`config.mk`:
```
export PLATFORM = sky130hd
export DESIGN_NAME = imem_dmem_port_arbiter
export DESIGN_NICKNAME = d
export VERILOG_FILES = /design/src/rtl/imem_dmem_port_arbiter_pkg.sv /design/src/rtl/arb_timeout_counter.sv /design/src/rtl/imem_dmem_port_arbiter.sv
export SDC_FILE = /design/constraint.sdc
export NUM_CORES = 1
export LEC_CHECK = 0
export ABC_AREA = 1
export CAP_MARGIN = 30
export CORE_MARGIN = 2
export CORE_UTILIZATION = 37
export DETAILED_ROUTE_END_ITERATION = 12
export GPL_ROUTABILITY_DRIVEN = 0
export PLACE_DENSITY = 0.83
export SETUP_SLACK_MARGIN = 0.02
export SYNTH_ARGS = -nofsm -noshare
export SYNTH_HDL_FRONTEND = slang
export SYNTH_SLANG_ARGS = --single-unit
```
`constraint.sdc`:
```
create_clock -name clk -period 1.6 [get_ports clk]
set_clock_uncertainty 0.15 [all_clocks]
set_input_delay 0.48 -clock clk [delete_from_list [all_inputs] [get_ports clk]]
set_output_delay 0.48 -clock clk [all_outputs]
set_load 0.05 [all_outputs]
```
`src/rtl/imem_dmem_port_arbiter_pkg.sv`:
```
// Shared types for the unified-memory port arbiter: FSM states, port-owner encoding and
// the all-ones byte-enable constant used for instruction fetches.
package imem_dmem_port_arbiter_pkg;

  typedef enum logic [1:0] {
    IDLE   = 2'd0,
    BUSY_I = 2'd1,
    BUSY_D = 2'd2
  } arbState_e;

  typedef enum logic [1:0] {
    OWN_NONE = 2'd0,
    OWN_I    = 2'd1,
    OWN_D    = 2'd2
  } owner_e;

  // Wide enough for any supported DATA_W; callers slice to DATA_W/8.
  localparam logic [127:0] BE_ALL = '1;

  function automatic owner_e ownerOf(arbState_e s);
    unique case (s)
      BUSY_I:  return OWN_I;
      BUSY_D:  return OWN_D;
      default: return OWN_NONE;
    endcase
  endfunction

endpackage

```
`src/rtl/arb_timeout_counter.sv`:
```
// Busy-cycle counter for the port arbiter abort path; instantiated only when ARB_TIMEOUT_EN
// is defined. tc is high during the LIMIT-th busy cycle.
module arb_timeout_counter #(
  parameter int unsigned LIMIT = 255
) (
  input  logic clk,
  input  logic rst,
  input  logic clr,
  input  logic en,
  output logic tc
);

  localparam int unsigned CntW = ($clog2(LIMIT + 1) > 8) ? $clog2(LIMIT + 1) : 8;

  logic [CntW-1:0] cntQ;

  assign tc = en && (cntQ == CntW'(LIMIT - 1));

  always_ff @(posedge clk or negedge rst) begin
    if (!rst) begin
      cntQ <= '0;
    end else if (clr) begin
      cntQ <= '0;
    end else if (en && !tc) begin
      cntQ <= cntQ + CntW'(1);
    end
  end

endmodule

```
`src/rtl/imem_dmem_port_arbiter.sv`:
```
// Arbitrates the single-ported unified memory between fetch and data requesters, one
// transaction at a time. Optional abort on a hung memory via ARB_TIMEOUT_EN.
module imem_dmem_port_arbiter
  import imem_dmem_port_arbiter_pkg::*;
#(
  parameter int unsigned ADDR_W         = 32,
  parameter int unsigned DATA_W         = 32,
  parameter int unsigned TIMEOUT_CYCLES = 255
) (
  input  logic                clk,
  input  logic                rst,
  input  logic                if_req,
  input  logic [ADDR_W-1:0]   if_addr,
  output logic [DATA_W-1:0]   if_rdata,
  output logic                if_ready,
  output logic                if_err,
  input  logic                dm_req,
  input  logic                dm_we,
  input  logic [ADDR_W-1:0]   dm_addr,
  input  logic [DATA_W-1:0]   dm_wdata,
  input  logic [DATA_W/8-1:0] dm_be,
  output logic [DATA_W-1:0]   dm_rdata,
  output logic                dm_ready,
  output logic                dm_err,
  output logic                stall_f,
  output logic                stall_m,
  output logic                mem_req,
  output logic                mem_we,
  output logic [ADDR_W-1:0]   mem_addr,
  output logic [DATA_W-1:0]   mem_wdata,
  output logic [DATA_W/8-1:0] mem_be,
  input  logic [DATA_W-1:0]   mem_rdata,
  input  logic                mem_ack
);

  localparam int unsigned BE_W = DATA_W / 8;

  arbState_e stateQ, stateD;
  owner_e    owner;
  logic      grantI, grantD, finish, abort, busy, timeoutHit;
  logic      ifElig, dmElig;

  logic              memReqQ, memWeQ;
  logic [ADDR_W-1:0] memAddrQ;
  logic [DATA_W-1:0] memWdataQ, ifRdataQ, dmRdataQ;
  logic [BE_W-1:0]   memBeQ;
  logic              ifReadyQ, dmReadyQ, ifErrQ, dmErrQ;

  // A requester whose ready is high this cycle is still showing its finished request.
  assign ifElig = if_req && !ifReadyQ;
  assign dmElig = dm_req && !dmReadyQ;
  assign busy   = (stateQ != IDLE);
  assign owner  = ownerOf(stateQ);

`ifdef ARB_TIMEOUT_EN
  arb_timeout_counter #(
    .LIMIT(TIMEOUT_CYCLES)
  ) uTimeout (
    .clk(clk),
    .rst(rst),
    .clr(grantI | grantD),
    .en (busy),
    .tc (timeoutHit)
  );
`else
  logic unusedTimeout;
  assign unusedTimeout = ^TIMEOUT_CYCLES;
  assign timeoutHit    = 1'b0;
`endif

  always_ff @(posedge clk or negedge rst) begin
    if (!rst) stateQ <= IDLE;
    else      stateQ <= stateD;
  end

  always_comb begin
    stateD = stateQ;
    grantI = 1'b0;
    grantD = 1'b0;
    finish = 1'b0;
    abort  = 1'b0;
    unique case (stateQ)
      IDLE: begin
        // Data side belongs to the older instruction, so it wins a collision.
        if (dmElig) begin
          grantD = 1'b1;
          stateD = BUSY_D;
        end else if (ifElig) begin
          grantI = 1'b1;
          stateD = BUSY_I;
        end
      end
      BUSY_I, BUSY_D: begin
        if (mem_ack) begin
          finish = 1'b1;
          stateD = IDLE;
        end else if (timeoutHit) begin
          abort  = 1'b1;
          stateD = IDLE;
        end
      end
      default: stateD = IDLE;
    endcase
  end

  always_ff @(posedge clk or negedge rst) begin
    if (!rst) begin
      memReqQ   <= 1'b0;
      memWeQ    <= 1'b0;
      memAddrQ  <= '0;
      memWdataQ <= '0;
      memBeQ    <= '0;
      ifRdataQ  <= '0;
      dmRdataQ  <= '0;
      ifReadyQ  <= 1'b0;
      dmReadyQ  <= 1'b0;
      ifErrQ    <= 1'b0;
      dmErrQ    <= 1'b0;
    end else begin
      ifReadyQ <= 1'b0;
      dmReadyQ <= 1'b0;
      ifErrQ   <= 1'b0;
      dmErrQ   <= 1'b0;
      if (grantD) begin
        memReqQ   <= 1'b1;
        memWeQ    <= dm_we;
        memAddrQ  <= dm_addr;
        memWdataQ <= dm_wdata;
        memBeQ    <= dm_be;
      end else if (grantI) begin
        memReqQ   <= 1'b1;
        memWeQ    <= 1'b0;
        memAddrQ  <= if_addr;
        memWdataQ <= '0;
        memBeQ    <= BE_ALL[BE_W-1:0];
      end
      if (finish || abort) begin
        memReqQ <= 1'b0;
        if (owner == OWN_I) begin
          ifReadyQ <= 1'b1;
          ifErrQ   <= abort;
          ifRdataQ <= finish ? mem_rdata : '0;
        end else begin
          dmReadyQ <= 1'b1;
          dmErrQ   <= abort;
          dmRdataQ <= finish ? mem_rdata : '0;
        end
      end
    end
  end

  assign mem_req   = memReqQ;
  assign mem_we    = memWeQ;
  assign mem_addr  = memAddrQ;
  assign mem_wdata = memWdataQ;
  assign mem_be    = memBeQ;
  assign if_rdata  = ifRdataQ;
  assign dm_rdata  = dmRdataQ;
  assign if_ready  = ifReadyQ;
  assign dm_ready  = dmReadyQ;
  assign if_err    = ifErrQ;
  assign dm_err    = dmErrQ;
  assign stall_f   = if_req && !ifReadyQ;
  assign stall_m   = dm_req && !dmReadyQ;

endmodule

```
==> flow_summary.toml, run 1 <==
[placed_design]
placedCellCount = 1166
port_buffers = 275
dpl_cell_area_mm2 = 0.0105
pre_cts_slack_ps = -415
detailedPlacementHpwl_um = 14400

[cells_and_area]
area_of_combinational_cells_with_multiple_inputs_mm2 = 0.00246
seq_area_mm2 = 0.00347
fin_cells = 1318
synthToLayoutAreaGrowth_pct = 119
num-nets-final = 1229
finalInstanceArea_mm2 = 0.0130
post-route-util_pct = 82.2
antennaDiodeCount = 0
filler_cell_count = 789
layout-drive-gt1-share_pct = 41.1

[clocking]
clock_sink_count = 138
insertion_delay_ps = 420
ctsHtreeMaxLevel = 4
clockBufferDepth = 2
clockRootBuffer = "sky130_fd_sc_hd__clkbuf_16"
cts_tree = "built"
path_clk_slew_ps = 60
tritoncts.num_buffers = 17

[timing]
rsz0062_at_grt = "true"
hold_viol = 0
finalWorstSetupSlack_ps = -279
fmax_ghz = 0.532
period_minus_slack_ps = 1880
setup-violations-final = 239
final_max_slew_viol_count = 0
layout_worst_path_cycle_share_pct = 117
final.hold.worst_slack_ps = 363
setup_total_negative_slack_ps = -15540

[grt]
grt-ovfl-total = 0
number_of_antenna_violations_at_the_first_check_in_global_routing = 0
first_global_vias = 6446
grt_max_degree = 34
global_route.usage.total_pct = 26.1
grt_first_pass_wirelength_um = 33500

[synth]
syn-cell-area_mm2 = 0.00593
yosysWarningCount = 0
synth_cells = 678
post_synthesis_share_of_cell_area_spent_on_and_or_nand_and_nor_gates_pct = 25.7
synth.avg_cell_area_um2 = 8.74
yosys.area_share.xor_xnor_pct = 0
synth_cell_type_count = 22
yosys-mux-area-fraction_pct = 0
synth.yosys.seq_area_share_pct = 58.3
synth-compound-area-share_pct = 7.28
synth_top_family_by_area = "simple AND/OR/NAND/NOR gates"
synthAdderAreaFrac_pct = 0.422
number_of_storage_elements_in_the_synthesis_netlist = 138

[power_and_ir_drop]
clock_power_share_pct = 11.1
p_int_mw = 18.7
power_per_cell_area_mw_per_mm2 = 2620
p_comb_share_pct = 67.7
static-leakage-power_nw = 6.41
power_switching_mw = 15.3
vdd.ir_drop.worst_mv = 1.50
netSwitchingFraction_pct = 45.0
power.total_mw = 34.0
seqPwrFrac_pct = 21.1

[setup_path]
worst-endpoint-arrival_ps = 1250
timing.setup.critical_path_class = "flip-flop to output pin"
worstSetupEndpointType = "output pin"
setup.worst_path.start = "if_ready"
timing.critical_path.slowest_cell_delay_ps = 440
setup.reg_to_reg.worst_slack_ps = -160
reg2regPathDepth = 8
crit_path_end = "stall_f"
r2r-end = "dm_rdata[22]"
critical-path-slowest-cell = "sky130_fd_sc_hd__dfrtp_2"
critical_path_fanout_max = 2
critPathLaunchType = "flip-flop"
timing.critical_path.required_ps = 970
path_cells = "inv_2, nand2_4, clkinvlp_4, buf_12"
r2r-start = "stateQ[0]"

[floorplan]
die_area_mm2 = 0.0170
die_width_um = 131
io-pin-count = 278
placement_rows = 46
start_util_pct = 37.6
core_region_area_mm2 = 0.0158
die_height_um = 131

[outcome]
failed_checks = "setup timing"
outcome = "complete, but fails checks"

[routing]
drt-initial-drc-count = 381
drtAntennaViolNets = 0
wl_um = 25400
drc = 0
vias = 6483
detailedRoute.firstPassIterationCount = 5
drt-wirelength-per-cell_um = 19.3
detail_route.vias_per_cell = 4.92

[hold_path]
worstHoldStart = "stateQ[1]"
min_path_type = "flip-flop to flip-flop"

[job]
max_cap_viol_count = 0
cell type report:
cell class,count,share of cell area [%]
clock buffers,21,3.70
well taps,216,2.08
repair buffers,432,46.1
clock inverters,11,0.637
multi-input cells,451,18.9
flip-flops and latches,138,26.8
inverters,49,1.71
critical path: cells and delay by family (launching register included):
kind | cells | cell delay, ps
simple gates | 1 | 70
buf+inv | 3 | 320
flops | 1 | 440
worst min path at each step:
stage	to	slack, ps	cells after the start
global route	stateQ[1]	380	2
finish	stateQ[1]	360	2
global placement	dm_rdata[21]	240	1
CTS	stateQ[1]	350	2
detailed placement	if_rdata[23]	240	1
floorplan	dm_rdata[0]	30	0
kinds of logic after synthesis:
family	Yosys count
flops	138
other cells	1
fa+ha+maj	2
buf+inv	92
compound gates	69
simple gates	376
layout by cell type, fill, tap and decap left out, types with 12 or more instances in the layout:
| cell type | netlist | final |
|---|---|---|
| sky130_fd_sc_hd__clkdlybuf4s50_1 | 0 | 134 |
| sky130_fd_sc_hd__o21ai_2 | 23 | 38 |
| sky130_fd_sc_hd__dfrtp_2 | 0 | 17 |
| sky130_fd_sc_hd__buf_12 | 0 | 155 |
| sky130_fd_sc_hd__clkbuf_16 | 0 | 27 |
| sky130_fd_sc_hd__nand2_1 | 333 | 282 |
| sky130_fd_sc_hd__nand2_2 | 2 | 12 |
| sky130_fd_sc_hd__nand2_4 | 1 | 41 |
| sky130_fd_sc_hd__inv_1 | 46 | 39 |
| sky130_fd_sc_hd__buf_4 | 12 | 106 |
| sky130_fd_sc_hd__o21ai_1 | 15 | 17 |
| sky130_fd_sc_hd__nand4_1 | 33 | 33 |
| sky130_fd_sc_hd__dfrtp_1 | 138 | 121 |
cells in the mapped netlist:
| library cell | count | area share, % |
|---|---|---|
| sky130_fd_sc_hd__or2_1 | 1 | 0.11 |
| sky130_fd_sc_hd__nand3_4 | 1 | 0.30 |
| sky130_fd_sc_hd__nand2_1 | 333 | 21 |
| sky130_fd_sc_hd__conb_1 | 1 | 0.063 |
| sky130_fd_sc_hd__nand2_4 | 1 | 0.19 |
| sky130_fd_sc_hd__o21ai_1 | 15 | 1.3 |
| sky130_fd_sc_hd__buf_4 | 12 | 1.5 |
| sky130_fd_sc_hd__nor2_1 | 4 | 0.25 |
| sky130_fd_sc_hd__o21ai_0 | 26 | 2.2 |
| sky130_fd_sc_hd__o21ai_2 | 23 | 3.4 |
| sky130_fd_sc_hd__a21oi_1 | 5 | 0.42 |
| sky130_fd_sc_hd__ha_1 | 2 | 0.42 |
| sky130_fd_sc_hd__inv_2 | 3 | 0.19 |
| sky130_fd_sc_hd__clkbuf_1 | 2 | 0.13 |
| sky130_fd_sc_hd__clkbuf_2 | 2 | 0.17 |
| sky130_fd_sc_hd__buf_2 | 17 | 1.4 |
| sky130_fd_sc_hd__nand4_1 | 33 | 3.5 |
| sky130_fd_sc_hd__buf_6 | 10 | 1.9 |
| sky130_fd_sc_hd__nand2_2 | 2 | 0.21 |
| sky130_fd_sc_hd__nand3_1 | 1 | 0.084 |
| sky130_fd_sc_hd__dfrtp_1 | 138 | 58 |
| sky130_fd_sc_hd__inv_1 | 46 | 2.9 |
power by group through the flow:
stage,registers [mW],logic (mW),clock network (mW)
after floorplan,11.8,3.66,0
after global placement,7.00,17.9,0
after detailed placement,7.10,18.2,0
after CTS,7.07,20.8,3.80
after global routing,7.32,23.9,3.98
final,7.19,23.0,3.78
state kept, by name, indices dropped and copies added (netlist names):
signal and cells:
mem_wdata 32, mem_req 1, if_rdata 32, dm_ready 1, dm_rdata 32, mem_addr 32
if_ready 1, mem_be 4, stateQ 2, mem_we 1
metal layers:
metal	routed length [um]	vias up	GRT usage, %
met1	8890	3140	27.7
met2	13400	313	47.2
li1	-	2944	-
met3	1960	86	7.53
met5	0	-	0
met4	1180	0	12.9
repair_timing:
| item | CTS | global route |
|---|---|---|
| pin swaps | 8 | 9 |
| hold buffers | 1 | 0 |
| endpoints found under the setup margin | 243 | 263 |
| gates cloned | 11 | 14 |
| gates resized for setup | 109 | 76 |
| hold endpoints to repair | 23 | 0 |
| buffers inserted | 53 | 42 |
Note: power is estimated with default switching activity, not from simulation.
==> run 2, diff against run 1 <==
CORE_MARGIN = 10   (was 2)
==> run 2 against run 1 <==
The run still ends with setup timing left. Die area increased by 26%. Combinational power is essentially flat. Power increased by 1.3%. Non-clock buffer count fell by 14. Final cell count decreased by 1.1%. Critical path type unchanged. Register-to-register slack barely moved. Sequential power hardly changed. Sequential share of layout area is 0.16 points lower.
==> flow_summary.toml, run 2 (synthesis gave the netlist of run 1 again) <==
[cells_and_area]
layout_commonest_cell = "sky130_fd_sc_hd__nand2_1"
finalInstanceArea_mm2 = 0.0131
layout-drive-gt1-share_pct = 46.6
filler_cell_count = 806
layout_common_cells = "sky130_fd_sc_hd__nand2_1, sky130_fd_sc_hd__buf_12, sky130_fd_sc_hd__clkdlybuf4s50_1"
synthToLayoutAreaGrowth_pct = 121
num-nets-final = 1214

[setup_path]
setup.reg_to_reg.worst_slack_ps = -160
critical_path_fanout_max = 2
worstSetupEndpointType = "output pin"
cpLargestDelayFamily = "flip-flops"
worst-endpoint-arrival_ps = 1210
timing.critical_path.required_ps = 970
timing.critical_path.slowest_cell_delay_ps = 440
critPathLaunchType = "flip-flop"
path_cells = "inv_6, nand2_4, clkinvlp_4, buf_12"
reg2regPathDepth = 8
cp.buffers_inverters = 3
r2r-end = "dm_rdata[20]"
r2r-start = "stateQ[0]"
critical-path-slowest-cell = "sky130_fd_sc_hd__dfrtp_2"
timing.setup.critical_path_class = "flip-flop to output pin"

[routing]
detail_route.vias_per_cell = 4.94
detailedRoute.firstPassIterationCount = 4
wl_um = 28300
drtAntennaViolNets = 0
drc = 0
vias = 6440
drt-wirelength-per-cell_um = 21.7
drt-initial-drc-count = 320

[clocking]
clockBufferDepth = 2
clock_sink_count = 138
tritoncts.num_buffers = 17
ctsHtreeMaxLevel = 4
cts_tree = "built"
clockRootBuffer = "sky130_fd_sc_hd__clkbuf_16"
insertion_delay_ps = 420
path_clk_slew_ps = 70

[floorplan]
die_area_mm2 = 0.0215
io-pin-count = 278
die_width_um = 147
die_height_um = 147
core_region_area_mm2 = 0.0158
start_util_pct = 37.6
placement_rows = 46

[outcome]
outcome = "complete, but fails checks"
failed_checks = "setup timing"

[timing]
period_minus_slack_ps = 1840
layout_worst_path_cycle_share_pct = 115
finalWorstSetupSlack_ps = -241
final_max_slew_viol_count = 0
rsz0062_at_grt = "true"
setup-violations-final = 249
fmax_ghz = 0.543
hold_viol = 0

[placed_design]
pre_cts_slack_ps = -420
dpl_cell_area_mm2 = 0.0105
detailedPlacementHpwl_um = 16500
port_buffers = 275

[grt]
grt-ovfl-total = 0
grt_max_degree = 39
number_of_antenna_violations_at_the_first_check_in_global_routing = 1
global_route.usage.total_pct = 23.2
grt_first_pass_wirelength_um = 39100
first_global_vias = 6816

[power_and_ir_drop]
power.total_mw = 34.4
power_per_cell_area_mw_per_mm2 = 2630
static-leakage-power_nw = 6.36
vdd.ir_drop.worst_mv = 1.68

[hold_path]
min_path_type = "primary input to asynchronous set/reset pin"

[job]
max_cap_viol_count = 0
[run 2: cell type report]
| class | count | area [um^2] | share of cell area (%) |
|---|---|---|---|
| clock inverter | 11 | 133 | 1.01 |
| multi-input combinational | 450 | 2710 | 20.7 |
| timing repair buffer | 418 | 5780 | 44.2 |
| sequential | 138 | 3480 | 26.6 |
| inverter | 49 | 226 | 1.73 |
| clock buffer | 21 | 470 | 3.60 |
| antenna | 1 | 2.50 | 0.0191 |
| tap | 216 | 270 | 2.07 |
[run 2: routing by layer]
| layer | GRT usage (%) | vias to the layer above | share of wire (%) |
|---|---|---|---|
| met5 | 0 | - | 0 |
| met1 | 23.5 | 3161 | 35 |
| met3 | 8.07 | 88 | 6.4 |
| li1 | - | 2917 | - |
| met4 | 13.1 | 0 | 5.1 |
| met2 | 40.9 | 274 | 53 |
[run 2: how the worst max path moves through the flow]
stage                          from           end  cells after the start
after floorplan           stateQ[0]  dm_rdata[24]                      8
after global placement       dm_req       stall_m                      5
after detailed placement     dm_req       stall_m                      5
after CTS                  dm_ready       stall_m                      4
after global routing       dm_ready       stall_m                      4
final                      dm_ready       stall_m                      4
[run 2: report_power, final]
part / internal, mW / switching (mW) / total [mW]
logic: 11.0 / 12.1 / 23.1
clock network: 2.45 / 1.61 / 4.06
registers: 5.25 / 1.98 / 7.22
total: 18.7 / 15.7 / 34.4
[run 2: through the flow]
step | util [%] | hold slack [ps] | std cells | TNS [ps]
detailed placement | 66.5 | 255 | 1165 | -45140
global placement | 66.5 | 248 | 1165 | -41250
CTS | 77.9 | 381 | 1267 | -11590
finish | 82.9 | 361 | 1304 | -11480
global route | 82.9 | 377 | 1304 | -22620
floorplan | - | 34.4 | 679 | 0
[run 2: what timing repair did]
item                                   CTS  global route
setup endpoints to repair              252           259
gates resized for setup                150           136
cloned                                  14             9
hold buffers                             1             0
setup buffers                           55            32
pin swaps                                7            14
endpoints found under the hold margin   27             0
